==> src/rtl/w_shreg_pkg.sv <==
// Shared definitions for the w_shreg_univ universal shift register:
// mode codes, burst FSM state encoding, shift-direction codes and a
// parity helper used when SHREG_PARITY_EN is defined.
package w_shreg_pkg;

    // Mode select codes (S input), applied while the burst engine is idle
    localparam logic [2:0] MODE_HOLD = 3'b000;
    localparam logic [2:0] MODE_SHR  = 3'b001;
    localparam logic [2:0] MODE_SHL  = 3'b010;
    localparam logic [2:0] MODE_LOAD = 3'b011;
    localparam logic [2:0] MODE_ROR  = 3'b100;
    localparam logic [2:0] MODE_ROL  = 3'b101;
    localparam logic [2:0] MODE_ASR  = 3'b110;
    localparam logic [2:0] MODE_CLR  = 3'b111;

    // Burst FSM state encoding
    typedef enum logic {
        ST_IDLE = 1'b0,
        ST_RUN  = 1'b1
    } state_t;

    // Shift direction codes; right moves data toward the last bit (QA -> QH)
    localparam logic DIR_R = 1'b0;
    localparam logic DIR_L = 1'b1;

    // XOR-reduction of up to 32 bits; narrower vectors are zero-extended
    function automatic logic xor_reduce32(input logic [31:0] v);
        return ^v;
    endfunction

endpackage

==> src/rtl/w_shreg_burst_ctl.sv <==
// Burst controller for w_shreg_univ. Owns the IDLE/RUN FSM, the remaining
// shift down-counter, BUSY/DONE and the direction register that drives SO.
// It tells the datapath when to shift (shift_en_o, direction dir_o) and when
// a START is being accepted so the mode operation is suppressed that cycle.
module w_shreg_burst_ctl
    import w_shreg_pkg::*;
#(
    parameter int WIDTH = 8,
    localparam int CW   = $clog2(WIDTH + 1)
) (
    input  logic          clk_i,
    input  logic          mr_i,
    input  logic          start_i,
    input  logic          dir_i,
    input  logic [CW-1:0] cnt_i,
    input  logic [2:0]    mode_i,
    output logic          shift_en_o,
    output logic          start_take_o,
    output logic          dir_o,
    output logic          busy_o,
    output logic          done_o
);

    localparam logic [CW-1:0] CNT_ZERO = {CW{1'b0}};
    localparam logic [CW-1:0] CNT_ONE  = CW'(1'b1);

    state_t        state_q, state_d;
    logic [CW-1:0] cnt_q, cnt_d;
    logic          dir_q, dir_d;
    logic          busy_q, busy_d;
    logic          done_q, done_d;

    // Next-state logic: burst start/termination, count-down and direction tracking
    always_comb begin
        state_d = state_q;
        cnt_d   = cnt_q;
        dir_d   = dir_q;
        busy_d  = busy_q;
        done_d  = 1'b0;
        case (state_q)
            ST_IDLE: begin
                busy_d = 1'b0;
                if (start_i) begin
                    if (cnt_i != CNT_ZERO) begin
                        state_d = ST_RUN;
                        cnt_d   = cnt_i;
                        dir_d   = dir_i;
                        busy_d  = 1'b1;
                    end else begin
                        // Zero-length burst: nothing to shift, just acknowledge
                        done_d = 1'b1;
                    end
                end else begin
                    case (mode_i)
                        MODE_SHR, MODE_ROR, MODE_ASR: dir_d = DIR_R;
                        MODE_SHL, MODE_ROL:           dir_d = DIR_L;
                        default:                      dir_d = dir_q;
                    endcase
                end
            end
            ST_RUN: begin
                if (cnt_q == CNT_ONE) begin
                    // Final shift happens on this edge
                    state_d = ST_IDLE;
                    cnt_d   = CNT_ZERO;
                    busy_d  = 1'b0;
                    done_d  = 1'b1;
                end else begin
                    cnt_d  = cnt_q - CNT_ONE;
                    busy_d = 1'b1;
                end
            end
            default: begin
                state_d = ST_IDLE;
                cnt_d   = CNT_ZERO;
                busy_d  = 1'b0;
            end
        endcase
    end

    // State registers with synchronous reset; reset aborts a burst without DONE
    always_ff @(posedge clk_i) begin
        if (mr_i) begin
            state_q <= ST_IDLE;
            cnt_q   <= CNT_ZERO;
            dir_q   <= DIR_R;
            busy_q  <= 1'b0;
            done_q  <= 1'b0;
        end else begin
            state_q <= state_d;
            cnt_q   <= cnt_d;
            dir_q   <= dir_d;
            busy_q  <= busy_d;
            done_q  <= done_d;
        end
    end

    assign shift_en_o   = (state_q == ST_RUN);
    assign start_take_o = (state_q == ST_IDLE) && start_i;
    assign dir_o        = dir_q;
    assign busy_o       = busy_q;
    assign done_o       = done_q;

endmodule

==> src/rtl/w_shreg_univ.sv <==
// w_shreg_univ: WIDTH-bit universal shift register with eight modes
// (hold, shift, load, rotate, arithmetic shift, clear) and an autonomous
// burst engine. OUT[0] is QA; "right" moves data from QA toward QH.
// Optional macro SHREG_PARITY_EN adds a registered PARITY output that
// always equals the XOR of the current OUT.
module w_shreg_univ
    import w_shreg_pkg::*;
#(
    parameter int WIDTH = 8,
    localparam int CW   = $clog2(WIDTH + 1)
) (
    input  logic             CLK,
    input  logic             MR,
    input  logic [2:0]       S,
    input  logic             DSR,
    input  logic             DSL,
    input  logic [0:WIDTH-1] IN,
    input  logic             START,
    input  logic             DIR,
    input  logic [CW-1:0]    CNT,
    output logic [0:WIDTH-1] OUT,
    output logic             SO,
    output logic             BUSY,
`ifdef SHREG_PARITY_EN
    output logic             PARITY,
`endif
    output logic             DONE
);

    logic [0:WIDTH-1] out_q, out_d;
    logic             shift_en_s;
    logic             start_take_s;
    logic             dir_s;

    w_shreg_burst_ctl #(
        .WIDTH (WIDTH)
    ) u_burst_ctl (
        .clk_i        (CLK),
        .mr_i         (MR),
        .start_i      (START),
        .dir_i        (DIR),
        .cnt_i        (CNT),
        .mode_i       (S),
        .shift_en_o   (shift_en_s),
        .start_take_o (start_take_s),
        .dir_o        (dir_s),
        .busy_o       (BUSY),
        .done_o       (DONE)
    );

    // Datapath next value: burst shift beats the S mode; a START cycle holds
    always_comb begin
        out_d = out_q;
        if (shift_en_s) begin
            if (dir_s == DIR_R) begin
                out_d = {DSR, out_q[0:WIDTH-2]};
            end else begin
                out_d = {out_q[1:WIDTH-1], DSL};
            end
        end else if (start_take_s) begin
            out_d = out_q;
        end else begin
            case (S)
                MODE_HOLD: out_d = out_q;
                MODE_SHR:  out_d = {DSR, out_q[0:WIDTH-2]};
                MODE_SHL:  out_d = {out_q[1:WIDTH-1], DSL};
                MODE_LOAD: out_d = IN;
                MODE_ROR:  out_d = {out_q[WIDTH-1], out_q[0:WIDTH-2]};
                MODE_ROL:  out_d = {out_q[1:WIDTH-1], out_q[0]};
                MODE_ASR:  out_d = {out_q[0], out_q[0:WIDTH-2]};
                MODE_CLR:  out_d = {WIDTH{1'b0}};
                default:   out_d = out_q;
            endcase
        end
    end

    // Register contents with synchronous reset
    always_ff @(posedge CLK) begin
        if (MR) begin
            out_q <= {WIDTH{1'b0}};
        end else begin
            out_q <= out_d;
        end
    end

`ifdef SHREG_PARITY_EN
    logic parity_q;

    // Parity is computed from the next value so it lines up with OUT
    always_ff @(posedge CLK) begin
        if (MR) begin
            parity_q <= 1'b0;
        end else begin
            parity_q <= xor_reduce32(32'(out_d));
        end
    end

    assign PARITY = parity_q;
`endif

    assign OUT = out_q;
    // Serial out taps the end the data is moving toward
    assign SO  = (dir_s == DIR_L) ? out_q[0] : out_q[WIDTH-1];

endmodule
==> config.mk <==
export PLATFORM = sky130hd
export DESIGN_NAME = w_shreg_univ
export DESIGN_NICKNAME = d
export VERILOG_FILES = /design/src/rtl/w_shreg_pkg.sv /design/src/rtl/w_shreg_burst_ctl.sv /design/src/rtl/w_shreg_univ.sv
export SDC_FILE = /design/constraint.sdc
export NUM_CORES = 1
export LEC_CHECK = 0
export ABC_CLOCK_PERIOD_IN_PS = 3800
export BUFFER_PORTS_ARGS = -buffer_cell sky130_fd_sc_hd__buf_4
export CORE_MARGIN = 3
export CORE_UTILIZATION = 48
export DETAILED_ROUTE_END_ITERATION = 8
export PLACE_DENSITY = 0.74
export SLEW_MARGIN = 20
export SYNTH_ARGS = -nofsm -noshare
export SYNTH_HDL_FRONTEND = slang
export SYNTH_HIERARCHICAL = 1
export SYNTH_SLANG_ARGS = --single-unit
==> constraint.sdc <==
create_clock -name CLK -period 3.8 [get_ports CLK]
set_input_delay 0.76 -clock CLK [delete_from_list [all_inputs] [get_ports CLK]]
set_output_delay 0.76 -clock CLK [all_outputs]
set_load 0.03 [all_outputs]
==> results of run 1 <==
[final cells by class]
class	instances	area [sq um]	area share, %
Multi-Input combinational cell	101	743.2	53.56
Sequential cell	15	300.3	21.64
Timing Repair Buffer	31	232.7	16.77
Inverter	13	48.80	3.517
Tap cell	28	35.03	2.525
Clock buffer	3	22.52	1.623
Clock inverter	1	5.005	0.3607
[flip-flops by register name (all words and copies together), names as in the netlist]
name / cells
OUT: 8
u_burst_ctl/cnt_q: 4
u_burst_ctl/busy_o: 1
u_burst_ctl/dir_o: 1
u_burst_ctl/done_o: 1
[cell usage after synthesis (3+ instances only)]
cell type / n / area (sq um)
nor3b_1: 3 / 22.52
a32o_1: 7 / 70.07
o21ai_1: 9 / 45.04
dfxtp_1: 15 / 300.3
a221oi_1: 6 / 52.55
nor3_1: 3 / 15.01
a31oi_1: 4 / 25.02
nor2_1: 3 / 11.26
inv_1: 13 / 48.80
nand2b_1: 5 / 31.28
o211ai_1: 7 / 52.55
clkbuf_1: 3 / 11.26
a21oi_1: 5 / 25.02
nand2_1: 14 / 52.55
mux2i_1: 4 / 40.04
[path summary, 6_finish.rpt]
check	end
max	BUSY
min	u_burst_ctl/cnt_q[1]
max reg2reg	OUT[1]
min reg2reg	u_burst_ctl/cnt_q[1]
[per-stage QoR]
step	area [sq um]	total power, W	setup WS (ps)
after floorplan	1149	0.0003069	1805
after global placement	1360	0.0003613	1835
after detailed placement	1360	0.0003651	1834
after CTS	1388	0.0004593	1496
after global routing	1388	0.0004893	1389
final	1388	0.0004567	1488
[kinds of logic after synthesis]
| logic type | count (synthesis) | synth area share (%) |
|---|---|---|
| compound gates | 54 | 36.93 |
| mux | 5 | 4.684 |
| flops | 15 | 26.14 |
| simple gates | 40 | 20.92 |
| fa+ha+maj | 2 | 2.178 |
| buf+inv | 22 | 9.150 |
[per-layer routing]
layer	up-vias	GRT usage, %
li1	581	-
met1	554	28.43
met2	43	32.09
met3	4	2.413
met4	0	10.53
met5	-	0
[where the power goes]
part | total, W | internal (W) | switching (W)
logic | 0.000158 | 0.0000738 | 0.0000841
registers | 0.000205 | 0.000173 | 0.0000323
clock network | 0.0000935 | 0.0000391 | 0.0000545
==> reports/results.tsv, run 1 <==
stage	metric	value	unit
placed_design	hpwl dp	2104	um
clock_network	CTS sink count	15	
logic_synthesis	Seq/Total Area, Yosys	26.14	%
power	worst vdd ir	0.1973	mV
layout	post-route core utilization	62.13	%
grt	global-route wire length before repair	4574	um
route	DR WL met2	1498	um
route	top layer in use	met4	
logic_synthesis	Netlist cell types	44	
sta	Final Hold Fails	0	
logic_synthesis	synthesized net count	161	
logic_synthesis	synthesized area per cell	8.323	sq um
route	wirelength, routed	2897	um
sta	unrepaired setup endpoints after global routing	no	
sta	WHS	545.6	ps
layout	Non-Filler Instances	192	
sta	Fin Clk Skew	6.171	ps
layout	most common cell after layout, fill and taps aside	buf_4	
sta	Max-Slew Margin vs Limit	36.27	%
power	Lkg Pwr	0.5426	nW
route	DRC violations left	0	
sta	Final TNS setup	0	ps
sta	final setup vio count	0	
setup_path	Critical path buffers and inverters	1	
clock_network	CTS tree	done	
layout	# fillers	208	
logic_synthesis	Post-synth EDFFs	0	
power	PD cells	329.2	nW/um^2
grt	initial antenna violation count	0	
setup_path	Reg-to-Reg Start	u_burst_ctl/busy_o	
logic_synthesis	Synth warnings	6	
die	die height	54.92	um
route	DR pass1 iterations	4	
setup_path	crit-path max cell delay	960	ps
die	core area	2233	sq um
clock_network	Clock Tree Root	clkbuf_4	
route	via/cell ratio	6.156	
die	die area	3016	sq um
setup_path	CP required	3040	ps
setup_path	arrival time at the worst endpoint	1550	ps
flow_run	MaxCap Viol Count	0	
sta	final period utilization	60.85	%
setup_path	CP Capture Type	output pin	
setup_path	Levels on crit path	1	
setup_path	crit-path max FO	30	
setup_path	R2R Setup Slk	1790	ps
logic_synthesis	top_reg_cell synth	dfxtp_1	
clock_network	Max clock buf depth	2	
sta	Max Clk Rate	432.4	MHz
setup_path	Crit Path Class	register to output pin	
route	Routed met3 length	158	um
layout	share of post-route cells with drive strength above 1	25.00	%
status	status	finished, final reports clean	
worst_hold_path	Worst Hold Class	register to register	
setup_path	Worst Setup SP	u_burst_ctl/busy_o	
route	Antenna Nets Post-Route	0	
clock_network	H-tree Lvls	1	
die	Row Count	17	
setup_path	top cell family by delay on the critical path	flip-flops	
logic_synthesis	Post-Synthesis Cell Area	1149	sq um
clock_network	hold buffers post-CTS	0	
sta	fin crit period	2312	ps
setup_path	CP startpoint kind	register	
logic_synthesis	#FFs+latches synth	15	
route	vias post-DR	1182	
clock_network	worst skew pair latency	290	ps
logic_synthesis	asr flop ratio synth	0	%
setup_path	CP max stage cell	dfxtp_1	
layout	area delta synth->final	20.81	%
setup_path	worst reg2reg path depth	5	
clock_network	Post CTS Setup Buffer Count	0	
grt	largest net degree at the start of global routing	31	
route	WL/cell	15.09	um
placed_design	Port Buffer Count	31	
placed_design	placed cell count	188	
layout	diodes inserted	0	
setup_path	crit-path cells	buf_4	
layout	Final nets	188	
clock_network	CTS buffer count	3	
route	met1 wire length	1216	um
layout	commonest non-fill, non-tap cells in the layout	31 x buf_4, 15 x dfxtp_1, 14 x nand2_1	
grt	vias in the first global route	1011	
placed_design	GPL Wtd Cong	0.7936	
sta	Slew Limit Fails	0	
die	IO Count	32	
clock_network	clock-pin slew on the worst setup and hold paths	100	ps
grt	gr ovfl total	0	
route	initial drt markers	32	
die	Initial Util	51.43	%
grt	Total GRT Usage	20.81	%
sta	worst slew pin tran	954.7	ps
worst_hold_path	hold path depth	2	
logic_synthesis	Syn Inst Count	138	
worst_hold_path	hold path startpoint	u_burst_ctl/cnt_q[1]	
die	die width	54.92	um
clock_network	post-cts resize count	0	
Note: power is estimated with default switching activity, not from simulation.
==> run 2, diff against run 1 <==
--- a/config.mk
+++ b/config.mk
@@ -5,12 +5,12 @@
 export SDC_FILE = /design/constraint.sdc
 export NUM_CORES = 1
 export LEC_CHECK = 0
-export ABC_CLOCK_PERIOD_IN_PS = 3800
+export ABC_CLOCK_PERIOD_IN_PS = 2020
 export BUFFER_PORTS_ARGS = -buffer_cell sky130_fd_sc_hd__buf_4
 export CORE_MARGIN = 3
-export CORE_UTILIZATION = 48
+export CORE_UTILIZATION = 46
 export DETAILED_ROUTE_END_ITERATION = 8
-export PLACE_DENSITY = 0.74
+export PLACE_DENSITY = 0.75
 export SLEW_MARGIN = 20
 export SYNTH_ARGS = -nofsm -noshare
 export SYNTH_HDL_FRONTEND = slang
==> constraint.sdc (replaced) <==
create_clock -name CLK -period 2.02 [get_ports CLK]
set_input_delay 0.404 -clock CLK [delete_from_list [all_inputs] [get_ports CLK]]
set_output_delay 0.404 -clock CLK [all_outputs]
set_load 0.03 [all_outputs]
==> run 2 against run 1 <==
  * Wire length decreased by 3.1%
  * Largest power group unchanged
  * Final area is 0.99% higher
  * Worst hold slack worse by 170 ps
  * Total power grew 90%
  * Sequential share of layout area is 0.21 points lower
  * Sequential cell count stayed put
  * Die area is 3.9% higher
  * Combinational power is 100% higher
  * Utilization down 1.1 points
==> reports/results.tsv, run 2 (synthesized netlist as in run 1, its figures left out) <==
stage	metric	value	unit
status	status	finished, final reports clean	
die	core area	2297	sq um
power	PD cells	618.9	nW/um^2
clock_network	clock-pin slew on the worst setup and hold paths	90	ps
grt	vias in the first global route	1007	
layout	area delta synth->final	22.00	%
layout	max reg flops	8	
setup_path	CP required	1620	ps
layout	share of post-route cells with drive strength above 1	25.30	%
die	die area	3133	sq um
layout	area of the multi-input gates	743.2	sq um
route	WL/cell	14.47	um
clock_network	CTS buffer count	3	
clock_network	CTS sink count	15	
grt	global-route wire length before repair	4788	um
route	DR pass1 iterations	4	
die	IO Count	32	
route	vias post-DR	1196	
die	Initial Util	50.00	%
layout	most common cell after layout, fill and taps aside	buf_4	
setup_path	CP Capture Type	output pin	
flow_run	MaxCap Viol Count	0	
sta	unrepaired setup endpoints after global routing	no	
route	initial drt markers	49	
layout	FF/Latch Area	300.3	sq um
sta	final period utilization	81.03	%
clock_network	Max clock buf depth	2	
placed_design	Port Buffer Count	31	
grt	Total GRT Usage	18.31	%
placed_design	placed instance area	1375	sq um
route	via/cell ratio	6.165	
grt	gr ovfl total	0	
clock_network	post-cts resize count	0	
sta	Final Hold Fails	0	
die	die height	55.97	um
grt	largest net degree at the start of global routing	30	
sta	Max Clk Rate	611.0	MHz
route	DRC violations left	0	
clock_network	CTS tree	done	
layout	Final nets	190	
die	die width	55.97	um
sta	Fin Clk Skew	6.356	ps
die	Row Count	17	
sta	worst slew pin tran	518.7	ps
route	Antenna Nets Post-Route	0	
power	worst vdd ir	0.3522	mV
power	Lkg Pwr	0.5502	nW
setup_path	CP startpoint kind	register	
grt	initial antenna violation count	0	
sta	Max-Slew Margin vs Limit	65.23	%
layout	commonest non-fill, non-tap cells in the layout	33 x buf_4, 15 x dfxtp_1, 14 x nand2_1	
setup_path	arrival time at the worst endpoint	1230	ps
layout	# fillers	206	
clock_network	hold buffers post-CTS	0	
sta	final setup vio count	0	
clock_network	H-tree Lvls	1	
placed_design	hpwl dp	2063	um
sta	Final TNS setup	0	ps
layout	fin area	1401	sq um
placed_design	GPL Wtd Cong	0.8361	
layout	diodes inserted	0	
clock_network	worst skew pair latency	280	ps
clock_network	Clock Tree Root	clkbuf_4	
worst_hold_path	Worst Hold Class	input pin to register	
setup_path	Crit Path Class	register to output pin	
sta	fin crit period	1637	ps
clock_network	Post CTS Setup Buffer Count	0	
setup_path	crit-path max FO	9	
sta	Slew Limit Fails	0	
route	wirelength, routed	2808	um
## run 2: power by group
group | internal, W | switching, W | leakage (nW)
clock | 0.0000766 | 0.000104 | 0.0150
sequential | 0.000326 | 0.0000422 | 0.124
combinational | 0.000142 | 0.000176 | 0.412
## run 2: cell type report
class / count / share of cell area, %
Tap cell: 28 / 2.500
Multi-Input combinational cell: 101 / 53.04
Inverter: 13 / 3.482
Timing Repair Buffer: 33 / 17.68
Sequential cell: 15 / 21.43
Clock buffer: 4 / 1.875
## run 2: final timing paths
path | start | end | slack [ps] | cells after the start
setup reg to reg | u_burst_ctl/busy_o | OUT[4] | 660 | 5
setup / recovery | u_burst_ctl/dir_o | SO | 380 | 3
hold reg to reg | u_burst_ctl/cnt_q[1] | u_burst_ctl/cnt_q[1] | 510 | 2
hold / removal | MR | u_burst_ctl/cnt_q[0] | 370 | 2
## run 2: stage by stage
stage                     total power (W)  setup slack (ps)  util (%)  hold WS (ps)  instances
after detailed placement        0.0006903             448.8     59.86         498.7        190
final                           0.0008674             383.3     61.00         373.9        194
after floorplan                 0.0005774             381.4         -         433.5        138
after CTS                       0.0008671             384.3     61.00         366.9        194
after global placement          0.0006839             466.7     59.86         483.2        190
after global routing            0.0009235             283.4     61.00         360.8        194
## run 2: metal layers
layer | global-route usage [%] | vias to the layer above | wire length [um]
met3 | 3.016 | 4 | 211
met2 | 25.71 | 49 | 1248
met4 | 4.407 | 0 | 23
met1 | 28.55 | 549 | 1325
li1 | - | 594 | -
met5 | 0 | - | 0
## run 2: critical path: stages (launching register included)
cell and delay (ps):
dfxtp_1 590, nand2_1 90, o21ai_1 90, buf_4 180
==> run 3, diff against run 2 <==
--- a/config.mk
+++ b/config.mk
@@ -5,12 +5,12 @@
 export SDC_FILE = /design/constraint.sdc
 export NUM_CORES = 1
 export LEC_CHECK = 0
-export ABC_CLOCK_PERIOD_IN_PS = 2020
+export ABC_CLOCK_PERIOD_IN_PS = 1700
 export BUFFER_PORTS_ARGS = -buffer_cell sky130_fd_sc_hd__buf_4
 export CORE_MARGIN = 3
-export CORE_UTILIZATION = 46
+export CORE_UTILIZATION = 48
 export DETAILED_ROUTE_END_ITERATION = 8
-export PLACE_DENSITY = 0.75
+export PLACE_DENSITY = 0.74
 export SLEW_MARGIN = 20
 export SYNTH_ARGS = -nofsm -noshare
 export SYNTH_HDL_FRONTEND = slang
==> constraint.sdc (replaced) <==
create_clock -name CLK -period 1.7 [get_ports CLK]
set_input_delay 0.34 -clock CLK [delete_from_list [all_inputs] [get_ports CLK]]
set_output_delay 0.34 -clock CLK [all_outputs]
set_load 0.03 [all_outputs]
==> run 3 against run 2 <==
  * Clock-buffer cell count is 1 lower
  * Sequential cell count unchanged
  * Wire length increased by 3.9%
  * Worst setup slack got worse by 160 ps
  * Worst hold slack got worse by 79 ps
==> reports/results.tsv, run 3 (synthesized netlist as in run 1, its figures left out) <==
stage	metric	value	unit
status	status	finished, final reports clean	
die	die height	54.92	um
clock_network	clock-pin slew on the worst setup and hold paths	100	ps
grt	vias in the first global route	1011	
route	initial drt markers	30	
clock_network	worst skew pair latency	300	ps
power	PD cells	739.3	nW/um^2
route	via/cell ratio	6.113	
setup_path	CP Capture Type	output pin	
clock_network	CTS buffer count	3	
sta	Final Hold Fails	0	
sta	Final WS setup	224.9	ps
setup_path	CP max stage cell	dfxtp_1	
setup_path	crit-path max FO	29	
route	Antenna Nets Post-Route	0	
route	wirelength, routed	2917	um
layout	area of the multi-input gates	743.2	sq um
setup_path	CP required	1360	ps
sta	worst slew pin tran	502.2	ps
clock_network	Post CTS Setup Buffer Count	0	
die	die area	3016	sq um
layout	diodes inserted	0	
die	core area	2233	sq um
setup_path	R2R Setup Slk	310	ps
clock_network	post-cts resize count	0	
placed_design	hpwl dp	2175	um
setup_path	crit-path cells	buf_4 > buf_4	
die	IO Count	32	
grt	GR met1 Demand/Resource	28.55	%
power	Lkg Pwr	0.5582	nW
die	Initial Util	51.43	%
sta	final setup vio count	0	
clock_network	CTS sink count	15	
sta	final period utilization	86.77	%
grt	gr ovfl total	0	
grt	Total GRT Usage	21.69	%
clock_network	Max clock buf depth	2	
setup_path	CP dominant cell by count	buf_4	
sta	Max Clk Rate	677.9	MHz
placed_design	Port Buffer Count	31	
setup_path	crit-path max cell delay	340	ps
setup_path	Reg-to-Reg Start	u_burst_ctl/busy_o	
setup_path	worst reg2reg path depth	5	
clock_network	CTS tree	done	
sta	Max-Slew Margin vs Limit	66.34	%
worst_hold_path	Worst Hold Class	input pin to register	
grt	met3 usage	3.217	%
worst_hold_path	hold path depth	2	
route	vias post-DR	1192	
clock_network	hold buffers post-CTS	0	
power	worst vdd ir	0.4921	mV
die	Row Count	17	
layout	commonest non-fill, non-tap cells in the layout	34 x buf_4, 15 x dfxtp_1, 14 x nand2_1	
clock_network	H-tree Lvls	1	
layout	fin area	1410	sq um
clock_network	Clock Tree Root	clkbuf_4	
grt	global-route wire length before repair	4698	um
grt	initial antenna violation count	0	
layout	share of post-route cells with drive strength above 1	26.35	%
grt	largest net degree at the start of global routing	30	
grt	grt peak-use layer	met2	
sta	Slew Limit Fails	0	
setup_path	CP startpoint kind	register	
setup_path	Crit Path Class	register to output pin	
sta	Final TNS setup	0	ps
layout	Final nets	191	
route	WL/cell	14.96	um
placed_design	placed instance area	1383	sq um
flow_run	MaxCap Viol Count	0	
setup_path	top cell family by delay on the critical path	buffers and inverters	
worst_hold_path	Worst Hold Path EP	u_burst_ctl/cnt_q[0]	
placed_design	GPL Wtd Cong	0.7911	
layout	# fillers	205	
setup_path	Critical path buffers and inverters	2	
layout	most common cell after layout, fill and taps aside	buf_4	
worst_hold_path	hold path startpoint	MR	
layout	area delta synth->final	22.77	%
grt	met2 usage	35.43	%
sta	unrepaired setup endpoints after global routing	no	
placed_design	DP Worst Slack	185.0	ps
route	DR pass1 iterations	4	
layout	max reg flops	8	
setup_path	arrival time at the worst endpoint	1140	ps
route	DRC violations left	0	
sta	Fin Clk Skew	2.807	ps
layout	FF/Latch Area	300.3	sq um
sta	fin crit period	1475	ps
die	die width	54.92	um
setup_path	FF-to-FF End	OUT[7]	
## run 3: metal layers
metal,vias up,routed length [um]
li1,591,-
met1,553,1293
met2,43,1418
met3,5,154
met4,0,50
met5,-,0
## run 3: area by class of cell
class	instances	share of cell area, %
Inverter	13	3.461
Sequential cell	15	21.30
Clock inverter	1	0.3549
Clock buffer	3	1.597
Tap cell	28	2.484
Multi-Input combinational cell	101	52.71
Timing Repair Buffer	34	18.10
## run 3: stage by stage
step           hold WS (ps)  instances  utilization [%]  total power [W]
6_report              294.8        195            63.14         0.001043
4_1_cts               286.2        195            63.14         0.001048
3_3_place_gp          490.2        191            61.90        0.0008184
5_1_grt               289.5        195            63.14         0.001108
3_5_place_dp          499.7        191            61.90        0.0008255
2_1_floorplan         404.6        138                -        0.0006861
## run 3: how the worst max path moves through the flow
stage                                  start      to  slack, ps  cells after the start
final                     u_burst_ctl/busy_o    BUSY        220                      2
after global routing      u_burst_ctl/busy_o    BUSY        160                      2
after CTS                 u_burst_ctl/busy_o    BUSY        220                      2
after detailed placement                S[2]  OUT[4]        180                      5
after global placement                  S[2]  OUT[6]        200                      5
after floorplan           u_burst_ctl/busy_o  OUT[7]        110                      5
## run 3: where the power goes
| group | leakage [nW] | internal [W] | switching [W] |
|---|---|---|---|
| clock | 0.0177 | 0.0000877 | 0.000135 |
| combinational | 0.417 | 0.000172 | 0.000216 |
| sequential | 0.124 | 0.000387 | 0.0000451 |
